===== src/rtl/food_spawn_pkg.sv =====
// food_spawn_pkg: shared types for the food spawn sequencer.
//   coord_t : 4-bit grid coordinate
//   xy_t    : packed {x, y} cell, same layout as the RNG byte ([7:4]=x, [3:0]=y)
//   state_e : sequencer states; S_SCAN exists only when FOOD_SPAWN_SCAN_EN is defined
package food_spawn_pkg;
  typedef logic [3:0] coord_t;

  typedef struct packed {
    coord_t x;
    coord_t y;
  } xy_t;

`ifdef FOOD_SPAWN_SCAN_EN
  typedef enum logic [2:0] {
    S_IDLE, S_STROBE, S_SETTLE, S_CHECK, S_QUERY, S_DONE, S_SCAN
  } state_e;
`else
  typedef enum logic [2:0] {
    S_IDLE, S_STROBE, S_SETTLE, S_CHECK, S_QUERY, S_DONE
  } state_e;
`endif
endpackage


===== src/rtl/food_spawn_ctrl_if.sv =====
// food_spawn_if: game FSM / RNG / occupancy / renderer signals of the spawn sequencer.
//   slave  : the sequencer side (food_spawn_ctrl)
//   master : the environment side (game FSM, RNG, occupancy table, renderer)
interface food_spawn_if;
  import food_spawn_pkg::*;
  logic       spawn_req;
  logic       eaten;
  logic       rng_enable;
  logic [7:0] rng_number;
  logic       occ_req;
  coord_t     occ_x;
  coord_t     occ_y;
  logic       occ_ack;
  logic       occ_hit;
  logic       busy;
  logic       spawn_done;
  logic       spawn_fail;
  coord_t     food_x;
  coord_t     food_y;
  logic       food_valid;

  modport slave (
    input  spawn_req, eaten, rng_number, occ_ack, occ_hit,
    output rng_enable, occ_req, occ_x, occ_y, busy, spawn_done, spawn_fail,
           food_x, food_y, food_valid
  );

  modport master (
    output spawn_req, eaten, rng_number, occ_ack, occ_hit,
    input  rng_enable, occ_req, occ_x, occ_y, busy, spawn_done, spawn_fail,
           food_x, food_y, food_valid
  );
endinterface


===== src/rtl/food_spawn_ctrl_grid_scanner.sv =====
// grid_scanner: raster walker used as the last-resort search once random
// attempts are exhausted. Present only when FOOD_SPAWN_SCAN_EN is defined.
//   start    : load start_xy wrapped into the grid, clear the visit count
//   step     : advance one cell, x fastest, wrapping at the grid edge
//   pos      : current cell
//   last     : current cell is the GRID_W*GRID_H-th cell visited since start
`ifdef FOOD_SPAWN_SCAN_EN
module grid_scanner
  import food_spawn_pkg::*;
#(
  parameter int GRID_W = 12,
  parameter int GRID_H = 8
) (
  input  logic system_clk,
  input  logic nreset,
  input  logic start,
  input  xy_t  start_xy,
  input  logic step,
  output xy_t  pos,
  output logic last
);
  localparam int CELLS = GRID_W * GRID_H;

  xy_t        pos_q, pos_d;
  logic [8:0] cnt_q, cnt_d;

  always_comb begin
    pos_d = pos_q;
    cnt_d = cnt_q;
    if (start) begin
      pos_d.x = coord_t'(32'(start_xy.x) % GRID_W);
      pos_d.y = coord_t'(32'(start_xy.y) % GRID_H);
      cnt_d   = '0;
    end else if (step) begin
      if (pos_q.x == coord_t'(GRID_W - 1)) begin
        pos_d.x = '0;
        pos_d.y = (pos_q.y == coord_t'(GRID_H - 1)) ? '0 : pos_q.y + 4'd1;
      end else begin
        pos_d.x = pos_q.x + 4'd1;
      end
      cnt_d = cnt_q + 9'd1;
    end
  end

  always_ff @(posedge system_clk or negedge nreset) begin
    if (!nreset) begin
      pos_q <= '0;
      cnt_q <= '0;
    end else begin
      pos_q <= pos_d;
      cnt_q <= cnt_d;
    end
  end

  assign pos  = pos_q;
  assign last = (cnt_q == 9'(CELLS - 1));
endmodule
`endif


===== src/rtl/food_spawn_ctrl.sv =====
// food_spawn_ctrl: on spawn_req, strobes the coordinate RNG, rejects cells that
// are off-grid or occupied, retries up to MAX_TRIES times and latches the
// first legal cell as the current food.
// Optional feature: FOOD_SPAWN_SCAN_EN adds a raster scan after MAX_TRIES rejects.
//   system_clk, nreset (async, active-low)
//   bus (food_spawn_if.slave):
//     spawn_req/eaten in; rng_enable out / rng_number in;
//     occ_req, occ_x, occ_y out / occ_ack, occ_hit in;
//     busy, spawn_done, spawn_fail, food_x, food_y, food_valid out
module food_spawn_ctrl
  import food_spawn_pkg::*;
#(
  parameter int GRID_W    = 12,
  parameter int GRID_H    = 8,
  parameter int MAX_TRIES = 16
) (
  input  logic system_clk,
  input  logic nreset,
  food_spawn_if.slave bus
);
  state_e     state_q, state_d;
  logic [7:0] tries_q, tries_d;
  xy_t        cand_q, cand_d;
  xy_t        occ_q, occ_d;
  xy_t        food_q, food_d;
  logic       occ_req_q, occ_req_d;
  logic       fail_q, fail_d;
  logic       food_valid_q, food_valid_d;
  logic       reject;
  logic       cand_in_grid;

  // 5-bit compare so GRID_W/GRID_H = 16 works
  assign cand_in_grid = ({1'b0, cand_q.x} < 5'(GRID_W)) &&
                        ({1'b0, cand_q.y} < 5'(GRID_H));

`ifdef FOOD_SPAWN_SCAN_EN
  logic scan_start, scan_step, scan_last;
  xy_t  scan_pos;

  grid_scanner #(.GRID_W(GRID_W), .GRID_H(GRID_H)) u_scan (
    .system_clk (system_clk),
    .nreset     (nreset),
    .start      (scan_start),
    .start_xy   (cand_q),
    .step       (scan_step),
    .pos        (scan_pos),
    .last       (scan_last)
  );
`endif

  always_comb begin
    state_d      = state_q;
    tries_d      = tries_q;
    cand_d       = cand_q;
    occ_d        = occ_q;
    occ_req_d    = occ_req_q;
    fail_d       = 1'b0;
    food_d       = food_q;
    food_valid_d = food_valid_q & ~bus.eaten;
    reject       = 1'b0;
`ifdef FOOD_SPAWN_SCAN_EN
    scan_start   = 1'b0;
    scan_step    = 1'b0;
`endif
    case (state_q)
      // the fail-pulse cycle still counts as busy, so requests are dropped
      S_IDLE: if (bus.spawn_req && !fail_q) begin
        state_d = S_STROBE;
        tries_d = '0;
      end
      S_STROBE: state_d = S_SETTLE;
      S_SETTLE: begin
        cand_d  = xy_t'(bus.rng_number);
        state_d = S_CHECK;
      end
      S_CHECK: begin
        tries_d = (tries_q == 8'hFF) ? tries_q : tries_q + 8'd1;
        if (cand_in_grid) begin
          state_d   = S_QUERY;
          occ_d     = cand_q;
          occ_req_d = 1'b1;
        end else begin
          reject = 1'b1;
        end
      end
      S_QUERY: if (bus.occ_ack) begin
        occ_req_d = 1'b0;
        if (bus.occ_hit) reject = 1'b1;
        else             state_d = S_DONE;
      end
`ifdef FOOD_SPAWN_SCAN_EN
      // each scan query is framed by a low occ_req cycle in which the scanner
      // moves to the next cell
      S_SCAN: begin
        if (!occ_req_q) begin
          occ_req_d = 1'b1;
        end else if (bus.occ_ack) begin
          occ_req_d = 1'b0;
          if (!bus.occ_hit) begin
            cand_d  = scan_pos;
            state_d = S_DONE;
          end else if (scan_last) begin
            fail_d  = 1'b1;
            state_d = S_IDLE;
          end else begin
            scan_step = 1'b1;
          end
        end
      end
`endif
      // new food overrides a coincident eaten
      S_DONE: begin
        food_d       = cand_q;
        food_valid_d = 1'b1;
        state_d      = S_IDLE;
      end
      default: state_d = S_IDLE;
    endcase

    // tries_d already holds this attempt's count
    if (reject) begin
      if (int'(tries_d) < MAX_TRIES) begin
        state_d = S_STROBE;
      end else begin
`ifdef FOOD_SPAWN_SCAN_EN
        state_d    = S_SCAN;
        scan_start = 1'b1;
`else
        state_d = S_IDLE;
        fail_d  = 1'b1;
`endif
      end
    end
  end

  always_ff @(posedge system_clk or negedge nreset) begin
    if (!nreset) begin
      state_q      <= S_IDLE;
      tries_q      <= '0;
      cand_q       <= '0;
      occ_q        <= '0;
      occ_req_q    <= 1'b0;
      fail_q       <= 1'b0;
      food_q       <= '0;
      food_valid_q <= 1'b0;
    end else begin
      state_q      <= state_d;
      tries_q      <= tries_d;
      cand_q       <= cand_d;
      occ_q        <= occ_d;
      occ_req_q    <= occ_req_d;
      fail_q       <= fail_d;
      food_q       <= food_d;
      food_valid_q <= food_valid_d;
    end
  end

  assign bus.rng_enable = (state_q == S_STROBE);
  assign bus.occ_req    = occ_req_q;
`ifdef FOOD_SPAWN_SCAN_EN
  assign bus.occ_x      = (state_q == S_SCAN) ? scan_pos.x : occ_q.x;
  assign bus.occ_y      = (state_q == S_SCAN) ? scan_pos.y : occ_q.y;
`else
  assign bus.occ_x      = occ_q.x;
  assign bus.occ_y      = occ_q.y;
`endif
  assign bus.busy       = (state_q != S_IDLE) || fail_q;
  assign bus.spawn_done = (state_q == S_DONE);
  assign bus.spawn_fail = fail_q;
  assign bus.food_x     = food_q.x;
  assign bus.food_y     = food_q.y;
  assign bus.food_valid = food_valid_q;
endmodule


===== src/flat_wrapper.sv =====
// flat-port wrapper written by rule: the top's interface ports become plain ports
module food_spawn_ctrl_flat import food_spawn_pkg::*;
#(
  parameter int GRID_W    = 12,
  parameter int GRID_H    = 8,
  parameter int MAX_TRIES = 16
)
  (system_clk, nreset, bus_spawn_req, bus_eaten, bus_rng_number, bus_occ_ack, bus_occ_hit, bus_rng_enable, bus_occ_req, bus_occ_x, bus_occ_y, bus_busy, bus_spawn_done, bus_spawn_fail, bus_food_x, bus_food_y, bus_food_valid);
  food_spawn_if bus_i ();
  input  logic system_clk;
  input  logic nreset;
  input wire logic [$bits(bus_i.spawn_req)-1:0] bus_spawn_req;
  input wire logic [$bits(bus_i.eaten)-1:0] bus_eaten;
  input wire logic [$bits(bus_i.rng_number)-1:0] bus_rng_number;
  input wire logic [$bits(bus_i.occ_ack)-1:0] bus_occ_ack;
  input wire logic [$bits(bus_i.occ_hit)-1:0] bus_occ_hit;
  output wire logic [$bits(bus_i.rng_enable)-1:0] bus_rng_enable;
  output wire logic [$bits(bus_i.occ_req)-1:0] bus_occ_req;
  output wire logic [$bits(bus_i.occ_x)-1:0] bus_occ_x;
  output wire logic [$bits(bus_i.occ_y)-1:0] bus_occ_y;
  output wire logic [$bits(bus_i.busy)-1:0] bus_busy;
  output wire logic [$bits(bus_i.spawn_done)-1:0] bus_spawn_done;
  output wire logic [$bits(bus_i.spawn_fail)-1:0] bus_spawn_fail;
  output wire logic [$bits(bus_i.food_x)-1:0] bus_food_x;
  output wire logic [$bits(bus_i.food_y)-1:0] bus_food_y;
  output wire logic [$bits(bus_i.food_valid)-1:0] bus_food_valid;
  assign bus_i.spawn_req = bus_spawn_req;
  assign bus_i.eaten = bus_eaten;
  assign bus_i.rng_number = bus_rng_number;
  assign bus_i.occ_ack = bus_occ_ack;
  assign bus_i.occ_hit = bus_occ_hit;
  assign bus_rng_enable = bus_i.rng_enable;
  assign bus_occ_req = bus_i.occ_req;
  assign bus_occ_x = bus_i.occ_x;
  assign bus_occ_y = bus_i.occ_y;
  assign bus_busy = bus_i.busy;
  assign bus_spawn_done = bus_i.spawn_done;
  assign bus_spawn_fail = bus_i.spawn_fail;
  assign bus_food_x = bus_i.food_x;
  assign bus_food_y = bus_i.food_y;
  assign bus_food_valid = bus_i.food_valid;
  food_spawn_ctrl #(.GRID_W(GRID_W), .GRID_H(GRID_H), .MAX_TRIES(MAX_TRIES)) u_core (.system_clk(system_clk), .nreset(nreset), .bus(bus_i));
endmodule

===== config.mk =====
export PLATFORM = sky130hd
export DESIGN_NAME = food_spawn_ctrl_flat
export DESIGN_NICKNAME = d
export VERILOG_FILES = /design/src/rtl/food_spawn_pkg.sv /design/src/rtl/food_spawn_ctrl_if.sv /design/src/rtl/food_spawn_ctrl_grid_scanner.sv /design/src/rtl/food_spawn_ctrl.sv /design/src/flat_wrapper.sv
export SDC_FILE = /design/constraint.sdc
export NUM_CORES = 1
export LEC_CHECK = 0
export ABC_AREA = 1
export CELL_PAD_IN_SITES_DETAIL_PLACEMENT = 0
export CELL_PAD_IN_SITES_GLOBAL_PLACEMENT = 1
export CORE_MARGIN = 3
export CORE_UTILIZATION = 33
export DETAILED_ROUTE_END_ITERATION = 10
export PLACE_DENSITY = 0.73
export RECOVER_POWER = 25
export SYNTH_ARGS = -nofsm -noshare
export SYNTH_HDL_FRONTEND = slang
export SYNTH_SLANG_ARGS = --single-unit

===== constraint.sdc =====
create_clock -name system_clk -period 1.6 [get_ports system_clk]
set_clock_uncertainty 0.2 [all_clocks]
set_input_delay 0.32 -clock system_clk [delete_from_list [all_inputs] [get_ports system_clk]]
set_output_delay 0.32 -clock system_clk [all_outputs]
set_load 0.01 [all_outputs]

; Word-level counts from Yosys, hierarchy flattened
; Index checks and enable logic that the tools add are counted.
[totals]
ff_bits = 38
elab_cells = 59
[op_classes]
addsub = 1
magnitude_cmp = 3
eq_ne = 12
n_mux = 20
bitwise = 2
reduce_logical = 10
[ops]
columns = cell, n
row1 = 8-bit two-way mux, 2
row2 = 8-bit one-hot mux with 2 select lines, 1
row3 = 3-bit two-way mux, 5
row4 = 3-bit one-hot mux with 5 select lines, 1
row5 = 1-bit two-way mux, 9
row6 = "8-bit by 1-bit adder with 8-bit output, second input constant", 1
row7 = "8-bit equality test, second input constant", 1
row8 = "4-bit < comparator, second input constant", 2
row9 = "8-bit by 5-bit < comparator with 1-bit output, second input constant", 1
row10 = "3-bit by 2-bit equality test with 1-bit output, second input constant", 2
row11 = "3-bit equality test, second input constant", 2
row12 = "3-bit by 1-bit inequality test with 1-bit output, second input constant", 2
row13 = "3-bit by 2-bit inequality test with 1-bit output, second input constant", 2
row14 = 1-bit one-hot mux with 2 select lines, 2
row15 = 4-bit AND reduction, 1
row16 = "3-bit by 1-bit equality test with 1-bit output, second input constant", 1
row17 = 3-bit logical NOT, 1
row18 = 3-bit AND reduction, 1
row19 = 3-bit nonzero test, 1
row20 = 1-bit logical AND, 2
row21 = "2-bit by 1-bit inequality test with 1-bit output, second input constant", 1
row22 = "2-bit inequality test, second input constant", 1
row23 = 2-bit AND reduction, 1
row24 = 2-bit nonzero test, 1
row25 = other kinds (4), 4

; Logic depth before layout (Yosys ltp)
[logic_depth]
depth_word = 7
mapped_depth = 10

; Worst setup path before layout
; Ideal clock, no wire load.
[synth_timing]
kind = flip-flop to flip-flop
startpoint = register u_core.tries_q[0]
endpoint = register u_core.state_q[0]
setup_time_ns = 0.073
arrival_ns = 1.310
slack_ns = 0.017
path_stages_with_launch = 11
path_buffers = 0
synth_period_minus_slack_ns = 1.583
cell_sequence = dfrtp_1 -> ha_1 -> nand3_1 -> inv_1 -> nand2_1 -> inv_1 -> nand2_1 -> nand3_2 -> nor2_2 -> nand2_1 -> a21oi_2
[synth_via]
elab_chain_cells = 6
[synth_lines]
columns = element, line
row1 = from (decl), food_spawn_ctrl.sv:22  ; logic [7:0] tries_q, tries_d;
row2 = from (signal assigned), food_spawn_ctrl.sv:148  ; tries_q <= tries_d;
row3 = 8-bit by 1-bit adder with 8-bit output or 8-bit equality test (tied branches), food_spawn_ctrl.sv:77  ; tries_d = (tries_q == 8'hFF) ? tries_q : tries_q + 8'd1;
row4 = 8-bit two-way mux *, food_spawn_ctrl.sv:77
row5 = 8-bit one-hot mux with 2 select lines *, food_spawn_ctrl.sv:65  ; case (state_q)
row6 = net u_core.tries_d[7], food_spawn_ctrl.sv:22
row7 = 8-bit by 5-bit < comparator with 1-bit output *, food_spawn_ctrl.sv:122  ; if (int'(tries_d) < MAX_TRIES) begin
row8 = 1-bit two-way mux *, food_spawn_ctrl.sv:122
row9 = 3-bit two-way mux *, food_spawn_ctrl.sv:121  ; if (reject) begin
row10 = to (signal assigned), food_spawn_ctrl.sv:147  ; state_q <= state_d;
row11 = to (decl), food_spawn_ctrl.sv:21  ; state_e state_q, state_d;
; The timed path passes the listed nets; every way through them passes the cells marked *.
; A chain may end at the register's enable or synchronous reset.

; Worst setup path after layout
[layout_timing]
startpoint = register u_core.state_q[1]
endpoint = output port bus_busy
[layout_via]
elab_chain_cells = 2
[layout_lines]
columns = element, line
row1 = 3-bit nonzero test, food_spawn_ctrl.sv:167  ; assign bus.busy = (state_q != S_IDLE) || fail_q;
row2 = 1-bit logical OR, food_spawn_ctrl.sv:167
row3 = to (decl), flat_wrapper.sv:21  ; output wire logic [$bits(bus_i.busy)-1:0] bus_busy;
; Every way passes these cells.

==> results.md <==
- Final Cycle Share: 105%
- Slew HR: 64.9%
- CP arrival: 1.17 ns
- Crit-path max cell delay: 0.42 ns
- Status: finished, violations left
- CP delay by family, top: flip-flops
- Mapped Area: 1710 µm²
- Core Util, Final: 56.0%
- Via Count: 1548
- Library cells used by synthesis: 24
- Max-Cap Viols: 0
- TritonCTS clock tree: built
- Commonest non-fill, non-tap cells in the layout: 39 x nand2_1, 36 x dfrtp_1, 25 x buf_4
- Number of synthesized register bits: 38
- Total grt overflow: 0
- # rows: 25
- Critical path class: reg -> out
- Final nets: 295
- RSZ-0062 raised after global routing: yes
- Hold Violations, Final: 0
- I/O Buffers: 35
- ANT nets after route: 0
- Static Leakage: 1.36 nW
- Final setup violation count: 6
- Starting density of the core: 35.1%
- Final Routed Wirelength: 4040 µm
- Synthesized Nets: 218
- Peak Freq: 593 MHz
- Pins Over Slew Limit: 0
- Synth warn: 0
- CTS buffer count: 5
- CP max stage cell: dfrtp_1
- First-pass detailed-route iteration total: 4
- Critical Path End Type: primary output
- H-tree depth: 2
- Via density per instance: 4.45
- Chip Height: 78.1 µm
- Area growth from synthesis to layout: 59.4%
- Buf+Inv Stages, Crit Path: 2
- Final min period: 1.69 ns
- Die W: 78.1 µm
- Gr usage total: 14.0%
- Clk root buf: clkbuf_8
- RePlAce Congestion: 0.759
- Measured slew at the worst slew-check pin: 0.526 ns
- Setup crit start kind: register
- Die Area: 6090 µm²
- Initial antenna violation count: 0
- Register area share after synthesis: 55.5%
- Worst Slack Setup Final: -0.0869 ns
- Critical path required time: 1.08 ns
- CORE AREA: 4880 µm²
- # diodes: 0
- Max Root-Sink Buffers: 2
- DR WL/cell: 11.6 µm
- Worst slack, placed: -0.199 ns
- Most common cell after layout, fill and taps aside: nand2_1
- HP Start: u_core.bus.food_y[0]
- Peak supply drop: 0.907 mV
- First-pass GRT wire length: 6840 µm
- Vias in the first global route: 1511
- Failing checks: setup timing
- Design Area, Final: 2730 µm²
- Min-delay worst type: reg -> reg
- CTS Sinks: 38
- CP Cell Sequence: nor2_2 > nand2_2 > inv_2 > nand2_1 > buf_2
- Ratio of cells with drive above 1 in the final layout: 35.6%
- Fill cells: 458
- DP Area: 2320 µm²
- DRC: 0
- Crit path max fanout: 3
- Worst R2R Start: u_core.state_q[2]
- Synthesized area per cell: 8.44 µm²
- CP startpoint: u_core.state_q[1]
- Power per cell area: 1720 nW/µm²
- Clk_lat worst skew: 0.29 ns
- Iteration-0 DRC Markers: 49
- WHS: 0.280 ns
- Synth Instances: 203
- IO Count: 36
- Largest net degree at the start of global routing: 39
- Clock slew at reported path FFs: 0.08 ns
- HPWL Detailed: 2710 µm
-- power breakdown --
| group | total (mW) | internal (mW) | leakage (nW) | switching, mW |
|---|---|---|---|---|
| Sequential | 1.55 | 1.33 | 0.473 | 0.217 |
| Combinational | 2.18 | 1.06 | 0.816 | 1.12 |
| Clock | 0.982 | 0.625 | 0.0683 | 0.357 |
| Total | 4.71 | 3.01 | 1.36 | 1.70 |
-- worst paths after layout --
kind,endpoint,slack (ns),cells after the start
setup / recovery,bus_busy,-0.09,5
hold / removal,u_core.bus.food_y[0],0.28,2
setup reg to reg,u_core.state_q[0],-0.06,10
hold reg to reg,u_core.bus.food_y[0],0.28,2
max in group asynchronous,u_core.tries_q[5],0.36,3
min in group asynchronous,u_core.bus.occ_x[3],0.45,3
-- logic make-up after synthesis --
| family | count (synthesis) | share of synthesized area (%) |
|---|---|---|
| fa+ha+maj | 1 | 0.730 |
| simple gates | 90 | 22.6 |
| xor+xnor | 1 | 0.511 |
| compound gates | 37 | 11.8 |
| mux | 1 | 0.657 |
| buf+inv | 35 | 8.25 |
| flops | 38 | 55.5 |
-- state kept, by name, indices dropped and copies added (netlist names) --
register	count
u_core.bus.food_y	4
u_core.tries_q	8
u_core.bus.spawn_fail	1
u_core.bus.occ_y	4
u_core.state_q	3
u_core.bus.occ_req	1
u_core.bus.food_valid	1
u_core.bus.food_x	4
u_core.cand_q	8
u_core.bus.occ_x	4
-- cells in the mapped netlist --
master | instances | share of area [%]
xnor2_1 | 1 | 0.51
o21ai_0 | 18 | 5.3
nor2_1 | 18 | 3.9
a21oi_2 | 2 | 1.0
inv_2 | 3 | 0.66
nand2_2 | 2 | 0.73
a22oi_1 | 1 | 0.44
o21ai_2 | 1 | 0.51
o211ai_1 | 1 | 0.44
dfrtp_1 | 38 | 55
nand2_1 | 53 | 12
o22ai_1 | 1 | 0.37
buf_2 | 2 | 0.58
nand3_2 | 1 | 0.58
a21oi_1 | 11 | 3.2
inv_1 | 29 | 6.4
nand4_1 | 1 | 0.37
buf_6 | 1 | 0.66
mux2_2 | 1 | 0.66
nand3_1 | 11 | 3.2
nor2_2 | 3 | 1.1
o21ai_1 | 2 | 0.58
ha_1 | 1 | 0.73
nand3_4 | 1 | 1.0
-- final cells by class --
type                            count  area [µm²]  area share (%)
Multi-Input combinational cell    130         781            28.6
Sequential cell                    38         953            34.9
Timing Repair Buffer               73         644            23.6
Clock buffer                        5        68.8            2.52
Tap cell                           67        83.8            3.07
Clock inverter                      3        68.8            2.52
Inverter                           32         133            4.85
-- metrics by stage --
stage	power, mW	instances	setup TNS (ns)
floorplan	2.46	203	0
finish	4.71	348	-0.255
global placement	3.42	325	-1.29
CTS	4.57	345	-0.277
global route	5.08	348	-1.11
detailed placement	3.43	325	-1.35
-- routing by layer --
metal / global-route usage [%] / wire length (µm) / vias to the layer above
met5: 0 / 0 / -
met4: 4.20 / 42 / 0
met1: 17.5 / 1880 / 729
li1: - / - / 793
met2: 23.8 / 1980 / 21
met3: 3.67 / 139 / 5
-- timing repair --
action / 4_1_cts / 5_1_grt
hold buffers: 1 / 0
endpoints found under the hold margin: 38 / 0
pin swaps: 14 / 9
gates cloned: 0 / 1
setup endpoints to repair: 36 / 24
gates resized for setup: 60 / 40
buffers inserted: 11 / 4
-- worst register-to-register path: stages (launching register included) --
cell and delay [ns]:
dfrtp_1 0.39, inv_2 0.12, buf_12 0.12, nand3_4 0.12, nand2_2 0.12, nand2_4 0.07
nand2_2 0.06, nand3_2 0.10, nor2_4 0.12, nand2_1 0.07, a21oi_2 0.10
Note: power is estimated with default switching activity, not from simulation.
